**src/rtl/dmi_pkg.sv**
```systemverilog
// ============================================================================
//  Module   : dmi_pkg
//  Purpose  : Shared state encoding and DMI op-status codes for dmi_req_ctrl.
//  Revision : 1.0
// ============================================================================
`default_nettype none

package dmi_pkg;

    typedef enum logic [1:0] {
        ST_IDLE     = 2'd0,
        ST_REQ      = 2'd1,
        ST_WAIT_RSP = 2'd2
    } dmi_req_state_e;

    localparam logic [1:0] DMI_OP_OK     = 2'd0;
    localparam logic [1:0] DMI_OP_FAILED = 2'd2;
    localparam logic [1:0] DMI_OP_BUSY   = 2'd3;

endpackage

`default_nettype wire

```
**src/rtl/dmi_pulse_sync.sv**
```systemverilog
// ============================================================================
//  Module   : dmi_pulse_sync
//  Purpose  : Multi-flop synchronizer with rising-edge detect for TAP strobes.
//  Revision : 1.0
// ============================================================================
`default_nettype none

module dmi_pulse_sync #(
    parameter int SYNC_STAGES = 2
) (
    input  logic clk,
    input  logic rst_l,
    input  logic i_async,
    output logic o_level,
    output logic o_rise
);

    logic [SYNC_STAGES-1:0] r_sync;
    logic                   r_prev;

    always_ff @(posedge clk) begin
        if (!rst_l) begin
            r_sync <= '0;
            r_prev <= 1'b0;
        end else begin
            r_sync <= {r_sync[SYNC_STAGES-2:0], i_async};
            r_prev <= r_sync[SYNC_STAGES-1];
        end
    end

    assign o_level = r_sync[SYNC_STAGES-1];
    assign o_rise  = r_sync[SYNC_STAGES-1] & ~r_prev;

endmodule

`default_nettype wire

```
**src/rtl/dmi_req_ctrl.sv**
```systemverilog
// ============================================================================
//  Module   : dmi_req_ctrl
//  Purpose  : Turns synchronized TAP DMI strobes into one valid/ready request,
//             tracks the response and the sticky dmistat for DR capture.
//  Revision : 1.0
// ============================================================================
`default_nettype none

module dmi_req_ctrl
    import dmi_pkg::*;
#(
    parameter int ABITS       = 7,
    parameter int SYNC_STAGES = 2,
    parameter int RSP_TIMEOUT = 255
) (
    input  logic             clk,
    input  logic             rst_l,
    input  logic             tap_req_intf,
    input  logic             tap_req_en,
    input  logic [31:0]      tap_addr,
    input  logic [31:0]      tap_wdata,
    input  logic             tap_dmi_reset,
    input  logic             tap_dmi_hard_reset,
    output logic [31:0]      tap_rd_data,
    output logic [1:0]       tap_rd_status,
    output logic [1:0]       tap_dmi_stat,
    output logic             dmi_req_valid,
    input  logic             dmi_req_ready,
    output logic [ABITS-1:0] dmi_req_addr,
    output logic [31:0]      dmi_req_wdata,
    output logic             dmi_req_we,
    input  logic             dmi_rsp_valid,
    input  logic [31:0]      dmi_rsp_rdata,
    input  logic             dmi_rsp_err
);

    localparam int                 c_cnt_w   = (RSP_TIMEOUT > 0) ? $clog2(RSP_TIMEOUT + 1) : 1;
    localparam int                 c_to_last = (RSP_TIMEOUT > 0) ? RSP_TIMEOUT - 1 : 0;
    localparam logic [c_cnt_w-1:0] c_to_cmp  = c_cnt_w'(c_to_last);

    dmi_req_state_e     r_state;
    dmi_req_state_e     w_state_next;
    logic [1:0]         r_stat;
    logic [1:0]         w_stat_next;
    logic [ABITS-1:0]   r_addr;
    logic [31:0]        r_wdata;
    logic               r_we;
    logic [31:0]        r_rd_data;
    logic [c_cnt_w-1:0] r_cnt;

    logic w_req_pulse, w_req_level, w_we_s, w_we_rise;
    logic w_rst_pulse, w_rst_level, w_hrst_pulse, w_hrst_level;
    logic w_accept, w_rsp_done, w_busy, w_timeout;

    dmi_pulse_sync #(.SYNC_STAGES(SYNC_STAGES)) u_sync_req (
        .clk(clk), .rst_l(rst_l), .i_async(tap_req_intf),
        .o_level(w_req_level), .o_rise(w_req_pulse));

    dmi_pulse_sync #(.SYNC_STAGES(SYNC_STAGES)) u_sync_we (
        .clk(clk), .rst_l(rst_l), .i_async(tap_req_en),
        .o_level(w_we_s), .o_rise(w_we_rise));

    dmi_pulse_sync #(.SYNC_STAGES(SYNC_STAGES)) u_sync_rst (
        .clk(clk), .rst_l(rst_l), .i_async(tap_dmi_reset),
        .o_level(w_rst_level), .o_rise(w_rst_pulse));

    dmi_pulse_sync #(.SYNC_STAGES(SYNC_STAGES)) u_sync_hrst (
        .clk(clk), .rst_l(rst_l), .i_async(tap_dmi_hard_reset),
        .o_level(w_hrst_level), .o_rise(w_hrst_pulse));

    logic w_unused;
    assign w_unused = ^{w_req_level, w_we_rise, w_rst_level, w_hrst_level, tap_addr};

    // Timeout fires on the edge at which the WAIT_RSP cycle count reaches RSP_TIMEOUT.
    assign w_timeout = (RSP_TIMEOUT != 0) && (r_state == ST_WAIT_RSP) && (r_cnt == c_to_cmp);
    assign w_busy    = w_req_pulse && (r_state != ST_IDLE);

    always_comb begin
        w_state_next = r_state;
        w_stat_next  = r_stat;
        w_accept     = 1'b0;
        w_rsp_done   = 1'b0;

        case (r_state)
            ST_IDLE: begin
                if (w_req_pulse && (r_stat == DMI_OP_OK)) begin
                    w_accept     = 1'b1;
                    w_state_next = ST_REQ;
                end
            end
            ST_REQ: begin
                if (dmi_req_ready) begin
                    w_state_next = ST_WAIT_RSP;
                end
            end
            ST_WAIT_RSP: begin
                if (dmi_rsp_valid) begin
                    w_rsp_done   = 1'b1;
                    w_state_next = ST_IDLE;
                end else if (w_timeout) begin
                    w_state_next = ST_IDLE;
                end
            end
            default: w_state_next = ST_IDLE;
        endcase

        if (r_stat == DMI_OP_OK) begin
            if (w_busy) begin
                w_stat_next = DMI_OP_BUSY;
            end else if ((w_rsp_done && dmi_rsp_err) || (w_timeout && !dmi_rsp_valid)) begin
                w_stat_next = DMI_OP_FAILED;
            end
        end
        if (w_rst_pulse) begin
            w_stat_next = DMI_OP_OK;
        end

        if (w_hrst_pulse) begin
            w_state_next = ST_IDLE;
            w_stat_next  = DMI_OP_OK;
            w_accept     = 1'b0;
            w_rsp_done   = 1'b0;
        end
    end

    always_ff @(posedge clk) begin
        if (!rst_l) begin
            r_state <= ST_IDLE;
        end else begin
            r_state <= w_state_next;
        end
    end

    always_ff @(posedge clk) begin
        if (!rst_l) begin
            r_stat    <= DMI_OP_OK;
            r_addr    <= '0;
            r_wdata   <= '0;
            r_we      <= 1'b0;
            r_rd_data <= '0;
            r_cnt     <= '0;
        end else begin
            r_stat <= w_stat_next;
            if (w_accept) begin
                r_addr  <= tap_addr[ABITS-1:0];
                r_wdata <= tap_wdata;
                r_we    <= w_we_s;
            end
            if (w_rsp_done && !r_we) begin
                r_rd_data <= dmi_rsp_rdata;
            end
            if (r_state != ST_WAIT_RSP) begin
                r_cnt <= '0;
            end else if (r_cnt != '1) begin
                r_cnt <= r_cnt + 1'b1;
            end
        end
    end

    assign dmi_req_valid = (r_state == ST_REQ);
    assign dmi_req_addr  = r_addr;
    assign dmi_req_wdata = r_wdata;
    assign dmi_req_we    = r_we;
    assign tap_rd_data   = r_rd_data;
    assign tap_dmi_stat  = r_stat;
    assign tap_rd_status = (r_state != ST_IDLE) ? DMI_OP_BUSY : r_stat;

endmodule

`default_nettype wire
```
**config.mk**
```make
export PLATFORM = sky130hd
export DESIGN_NAME = dmi_req_ctrl
export DESIGN_NICKNAME = d
export VERILOG_FILES = /design/src/rtl/dmi_pkg.sv /design/src/rtl/dmi_pulse_sync.sv /design/src/rtl/dmi_req_ctrl.sv
export SDC_FILE = /design/constraint.sdc
export NUM_CORES = 1
export LEC_CHECK = 0
export CAP_MARGIN = 10
export CORE_MARGIN = 2
export CORE_UTILIZATION = 36
export DETAILED_ROUTE_END_ITERATION = 8
export PLACE_DENSITY = 0.73
export SYNTH_ARGS = -nofsm -noshare
export SYNTH_HDL_FRONTEND = slang
export SYNTH_SLANG_ARGS = --single-unit
```
**constraint.sdc**
```tcl
create_clock -name clk -period 1.6 [get_ports clk]
set_clock_uncertainty 0.2 [all_clocks]
set_input_delay 0.24 -clock clk [delete_from_list [all_inputs] [get_ports clk]]
set_output_delay 0.24 -clock clk [all_outputs]
set_load 0.01 [all_outputs]
```
==> results of run 1 <==
## metrics by stage
stage               std cells  total power [µW]
floorplan                 414              2680
global placement          686              2980
detailed placement        686              2990
CTS                       705              4750
global route              717              4960
finish                    717              4750
## layer usage
metal | vias to the layer above | track usage [%] | part of all wire [%]
met5 | - | 0 | 0
met1 | 1599 | 18.9 | 42
met2 | 113 | 27.2 | 49
met3 | 11 | 6.86 | 8.0
li1 | 1715 | - | -
met4 | 0 | 5.14 | 1.2
## final timing paths
path                                     startpoint          endpoint  depth (start not counted)  slack (ps)
worst max-delay path                       r_cnt[4]   tap_dmi_stat[1]                          4          20
worst min-delay path                          rst_l  dmi_req_wdata[5]                          3          80
worst min register to register  u_sync_we.r_sync[1]        dmi_req_we                          2         230
worst max register to register             r_cnt[4]   tap_dmi_stat[1]                          4          20
## worst register-to-register path, delay by kind of cell, from the launching register on
family,cells,cell delay (ps)
flops,1,410
simple gates,3,650
compound gates,1,230
## area by class of cell
type                    count  area (µm²)  area share (%)
multi-input cells         284        1680            28.4
inverters                   6        22.5           0.382
repair buffers            183        1900            32.2
clock buffers              10         138            2.33
well taps                 133         166            2.82
flip-flops and latches     95        1910            32.4
clock inverters             6        90.1            1.53
## logic make-up after synthesis
logic type | after synthesis | share of synthesized area [%]
AOI/OAI and AO/OA | 87 | 15.7
xor gates and xnor gates | 3 | 0.720
adders and majority gates | 2 | 0.686
buffers and inverters | 35 | 5.76
DFF | 95 | 52.1
and+or+nand+nor | 192 | 25.0
## registers in the layout, indices dropped and copies added, names as in the netlist
name,cells
u_sync_req.r_prev,1
u_sync_hrst.r_prev,1
u_sync_hrst.r_sync,2
tap_dmi_stat,2
u_sync_req.r_sync,2
dmi_req_addr,7
u_sync_rst.r_sync,2
u_sync_we.r_sync,2
r_cnt,8
dmi_req_we,1
r_state,2
dmi_req_wdata,32
u_sync_rst.r_prev,1
tap_rd_data,32
## cell usage after synthesis, types with 3 or more instances
library cell	number	area [µm²]
nor2_1	8	30.0
o21ai_2	8	70.1
a21oi_1	4	20.0
nand3_1	36	180
and2_1	11	68.8
buf_6	8	90.1
dfxtp_1	95	1900
o21ai_1	32	160
nand3_2	4	40.0
xnor2_1	3	26.3
buf_2	6	30.0
nand2_1	112	420
clkbuf_1	8	30.0
and3_1	3	18.8
a31oi_1	3	18.8
a21boi_1	30	225
inv_1	6	22.5
buf_1	4	15.0
buf_4	3	22.5
nor3_1	4	20.0
## where the power goes
group          total [µW]  internal (µW)  switching, µW
Clock                1770            932            842
Sequential           2440           2410           27.2
Combinational         534            325            209
Total                4750           3670           1080
## repair_timing
item | CTS | global route
setup endpoints to repair | 77 | 51
setup buffers | 3 | 3
pin swaps | 0 | 4
hold buffers | 0 | 0
gates resized for setup | 91 | 49
gates cloned | 0 | 9
==> impl_metrics.csv, run 1 <==
group,metric,value,unit
logic_synthesis,syn_area_per_cell,8.81,µm²
floorplan,die_y,105,µm
layout,final.fill_count,892,
worst_setup_path,crit_slowest_cell,"dfxtp_1",
layout,areaGrowthSynthToFinish,61.7,%
layout,post-route-util,60.1,%
layout,num_antenna_cells,0,
routing,drt_first_pass_iters,4,
layout,nNetsFinal,686,
worst_hold_path,hold_class,"primary input to register",
sta,slew_viol_final,0,
layout,fin_area,5900,µm²
pwr,powerDensity,805,nW/µm²
routing,post_drt_wl_per_cell,14.1,µm
floorplan,row_count,36,
global_route,grt_pass1_vias,3152,
sta,setup_viol,0,
worst_setup_path,worstSetupEndpointType,"register",
placed_design,dpl.hpwl,6.33,mm
pwr,leakage,0.00251,µW
logic_synthesis,synth_edf_count,0,
sta,slew_headroom,79.3,%
placed_design,dp_slack,-128,ps
clock_network,clk_latency,360,ps
clock_network,htree_levels,3,
worst_setup_path,crit_required,1670,ps
global_route,grt_pass1_wl,14.6,mm
logic_synthesis,synth_area,3650,µm²
logic_synthesis,yosysSeqAreaShare,52.1,%
routing,post-route-drc-count,0,
global_route,track_usage,16.3,%
logic_synthesis,synthCells,414,
routing,drt_wl_total,10.1,mm
placed_design,placed_cell_area,5340,µm²
routing,vias,3438,
logic_synthesis,async_reset_ff_share,0,%
sta,worst_slew_pin_slew,310,ps
sta,fmax,634,MHz
flow_run,cap_viol_max_count,0,
logic_synthesis,syn-num-nets,521,
clock_network,cts.sinks,95,
sta,finalWorstSetupSlack,23.3,ps
logic_synthesis,synth_seq_cells,95,
floorplan,core,9820,µm²
placed_design,port_buffers,156,
logic_synthesis,ys.flop_type,"dfxtp_1",
floorplan,fp.dieW,105,µm
clock_network,cts_buffer_depth,2,
floorplan,ios,182,
global_route,antenna_found_initial,0,
routing,ant_nets,0,
clock_network,cts_buffers,9,
sta,min_period_over_period,98.5,%
worst_setup_path,cp_top_family,"simple AND/OR/NAND/NOR gates",
clock_network,cts_tree,"built",
global_route,grt_max_degree,60,
clock_network,cts-root-buf,"clkbuf_8",
sta,grt_setup_unrepaired,"true",
layout,drive_gt1_share,17.5,%
pwr,ir_drop,460,µV
logic_synthesis,yosysWarnings,0,
floorplan,die_area,11000,µm²
sta,timing.hold.ws,75.1,ps
sta,hold_violations,0,
layout,mostFrequentLayoutCells,"nand2_1 (108), dfxtp_1 (89), clkdlybuf4s50_1 (78)",
worst_setup_path,crit_chain,"and4_4, nand4_1, nand3b_1, a221oi_2",
layout,mostFrequentLayoutCell,"nand2_1",
worst_setup_path,path_max_fanout,5,
worst_setup_path,cp_num_buf_inv,0,
routing,drtIter0Drc,77,
placed_design,gp_congestion,0.820,
logic_synthesis,synth_cell_types,39,
routing,avgViaCountPerCell,4.79,
sta,post-route-min-period,1580,ps
floorplan,initial_utilization,37.2,%
worst_setup_path,start_kind,"register",
sta,fin_setup_tns,0,ps
global_route,grt_overflow,0,
outcome,status,"finished clean",
worst_setup_path,worstPathArrival,1650,ps
worst_setup_path,max_stage_delay,410,ps
worst_setup_path,critPathKind,"register to register",
clock_network,clk_pin_slew,90,ps
Power figures use the tool's default switching activity.
==> run 2: changes to the inputs <==
--- a/config.mk
+++ b/config.mk
@@ -10,6 +10,7 @@
 export CORE_UTILIZATION = 36
 export DETAILED_ROUTE_END_ITERATION = 8
 export PLACE_DENSITY = 0.73
+export SKIP_LAST_GASP = 1
 export SYNTH_ARGS = -nofsm -noshare
 export SYNTH_HDL_FRONTEND = slang
 export SYNTH_SLANG_ARGS = --single-unit
==> run 2 against run 1 <==
  * Design area fell by 1.3%
  * Power down 0.31%
  * Clock power hardly changed
==> impl_metrics.csv, run 2 (synthesis results as in run 1) <==
group,metric,value,unit
outcome,status,"finished clean",
routing,ant_nets,0,
worst_hold_path,hold_class,"primary input to register",
clock_network,cts.sinks,95,
global_route,antenna_found_initial,0,
global_route,track_usage,16.3,%
floorplan,die_area,11000,µm²
sta,slew_headroom,79.3,%
clock_network,clk_pin_slew,90,ps
layout,seq_area,1910,µm²
placed_design,placed_cell_area,5340,µm²
worst_setup_path,crit_slowest_cell,"dfxtp_1",
sta,worst_slew_pin_slew,310,ps
worst_hold_path,hold_depth,3,
sta,hold_violations,0,
routing,vias,3420,
floorplan,initial_utilization,37.2,%
worst_setup_path,worstPathArrival,1650,ps
routing,drtIter0Drc,87,
layout,post-route-util,59.3,%
worst_setup_path,critPathKind,"register to register",
layout,drive_gt1_share,14.7,%
sta,min_period_over_period,98.5,%
sta,slew_viol_final,0,
pwr,powerDensity,813,nW/µm²
floorplan,ios,182,
layout,final.fill_count,896,
placed_design,dpl.hpwl,6.33,mm
sta,grt_setup_unrepaired,"true",
clock_network,cts-root-buf,"clkbuf_8",
global_route,grt_pass1_wl,14.6,mm
worst_setup_path,max_stage_delay,410,ps
floorplan,core,9820,µm²
placed_design,dp_cells,686,
layout,mostFrequentLayoutCell,"nand2_1",
clock_network,htree_levels,3,
routing,avgViaCountPerCell,4.77,
clock_network,cts_tree,"built",
clock_network,cts_buffers,9,
layout,num_antenna_cells,0,
worst_setup_path,worstSetupEndpointType,"register",
flow_run,cap_viol_max_count,0,
global_route,grt_overflow,0,
layout,finalNonFillerCells,717,
clock_network,clk_latency,350,ps
layout,mostFrequentLayoutCells,"nand2_1 (108), dfxtp_1 (89), clkdlybuf4s50_1 (78)",
floorplan,row_count,36,
pwr,leakage,0.00250,µW
sta,setup_viol,0,
pwr,power,4730,µW
floorplan,die_y,105,µm
routing,post_drt_wl_per_cell,13.9,µm
global_route,grt_max_degree,60,
clock_network,cts_buffer_depth,2,
layout,areaGrowthSynthToFinish,59.6,%
sta,fmax,634,MHz
worst_setup_path,path_max_fanout,5,
placed_design,gp_congestion,0.820,
layout,multiInputGateArea,1600,µm²
layout,nNetsFinal,686,
sta,finalWorstSetupSlack,23.3,ps
routing,drt_first_pass_iters,4,
worst_setup_path,start_kind,"register",
worst_setup_path,rr_worst_depth,4,
routing,drt_wl_total,9.96,mm
routing,post-route-drc-count,0,
layout,fin_area,5820,µm²
clock_network,ctsHoldBuffers,0,
worst_setup_path,crit_required,1670,ps
worst_setup_path,crit_chain,"and4_4, nand4_1, nand3b_1, a221oi_2",
sta,post-route-min-period,1580,ps
global_route,grt_pass1_vias,3152,
placed_design,dp_slack,-128,ps
pwr,ir_drop,456,µV
floorplan,fp.dieW,105,µm
placed_design,port_buffers,156,
-- run 2: path summary, 6_finish.rpt --
kind | start | end | slack [ps]
worst max-delay path | r_cnt[4] | tap_dmi_stat[1] | 20
worst min-delay path | rst_l | dmi_req_wdata[5] | 80
worst max register to register | r_cnt[4] | tap_dmi_stat[1] | 20
worst min register to register | u_sync_we.r_sync[1] | dmi_req_we | 230
-- run 2: power by group --
part / internal (µW) / total, µW / switching (µW)
clock network: 932 / 1770 / 838
logic: 323 / 526 / 203
registers: 2410 / 2440 / 25.0
-- run 2: layout make-up --
type,instances,area share [%]
clock buffers,10,2.36
multi-input cells,284,27.5
flip-flops and latches,95,32.8
inverters,6,0.387
well taps,133,2.86
clock inverters,6,1.55
repair buffers,183,32.6
-- run 2: per-layer routing --
layer	track usage (%)	part of all wire (%)
met1	18.9	42
met2	27.2	48
met3	6.86	8.2
met4	5.14	0.97
met5	0	0
-- run 2: critical path: cells and delay by family (launching register included) --
family / cells / cell delay [ps]
AO/OA/AOI/OAI: 1 / 230
flip-flops: 1 / 410
AND/OR/NAND/NOR: 3 / 640
-- run 2: what timing repair did --
action                                  CTS  global route
endpoints found under the setup margin   77            51
buffers inserted                          3             3
pin swaps                                 0             3
resized for setup                        88            35
cloned                                    0             9
-- run 2: through the flow --
step | setup TNS (ps) | hold slack, ps
after CTS | -94.7 | 56.7
after detailed placement | -2610 | 221
final | 0 | 76.9
after global routing | -1560 | 71.0
after global placement | -1870 | 217
after floorplan | 0 | 167
==> run 3: changes to the inputs <==
--- a/config.mk
+++ b/config.mk
@@ -5,7 +5,7 @@
 export SDC_FILE = /design/constraint.sdc
 export NUM_CORES = 1
 export LEC_CHECK = 0
-export CAP_MARGIN = 10
+export CAP_MARGIN = 20
 export CORE_MARGIN = 2
 export CORE_UTILIZATION = 36
 export DETAILED_ROUTE_END_ITERATION = 8
==> results of run 3 <==
The final DEF is identical to that of run 2; final timing and power are the same.
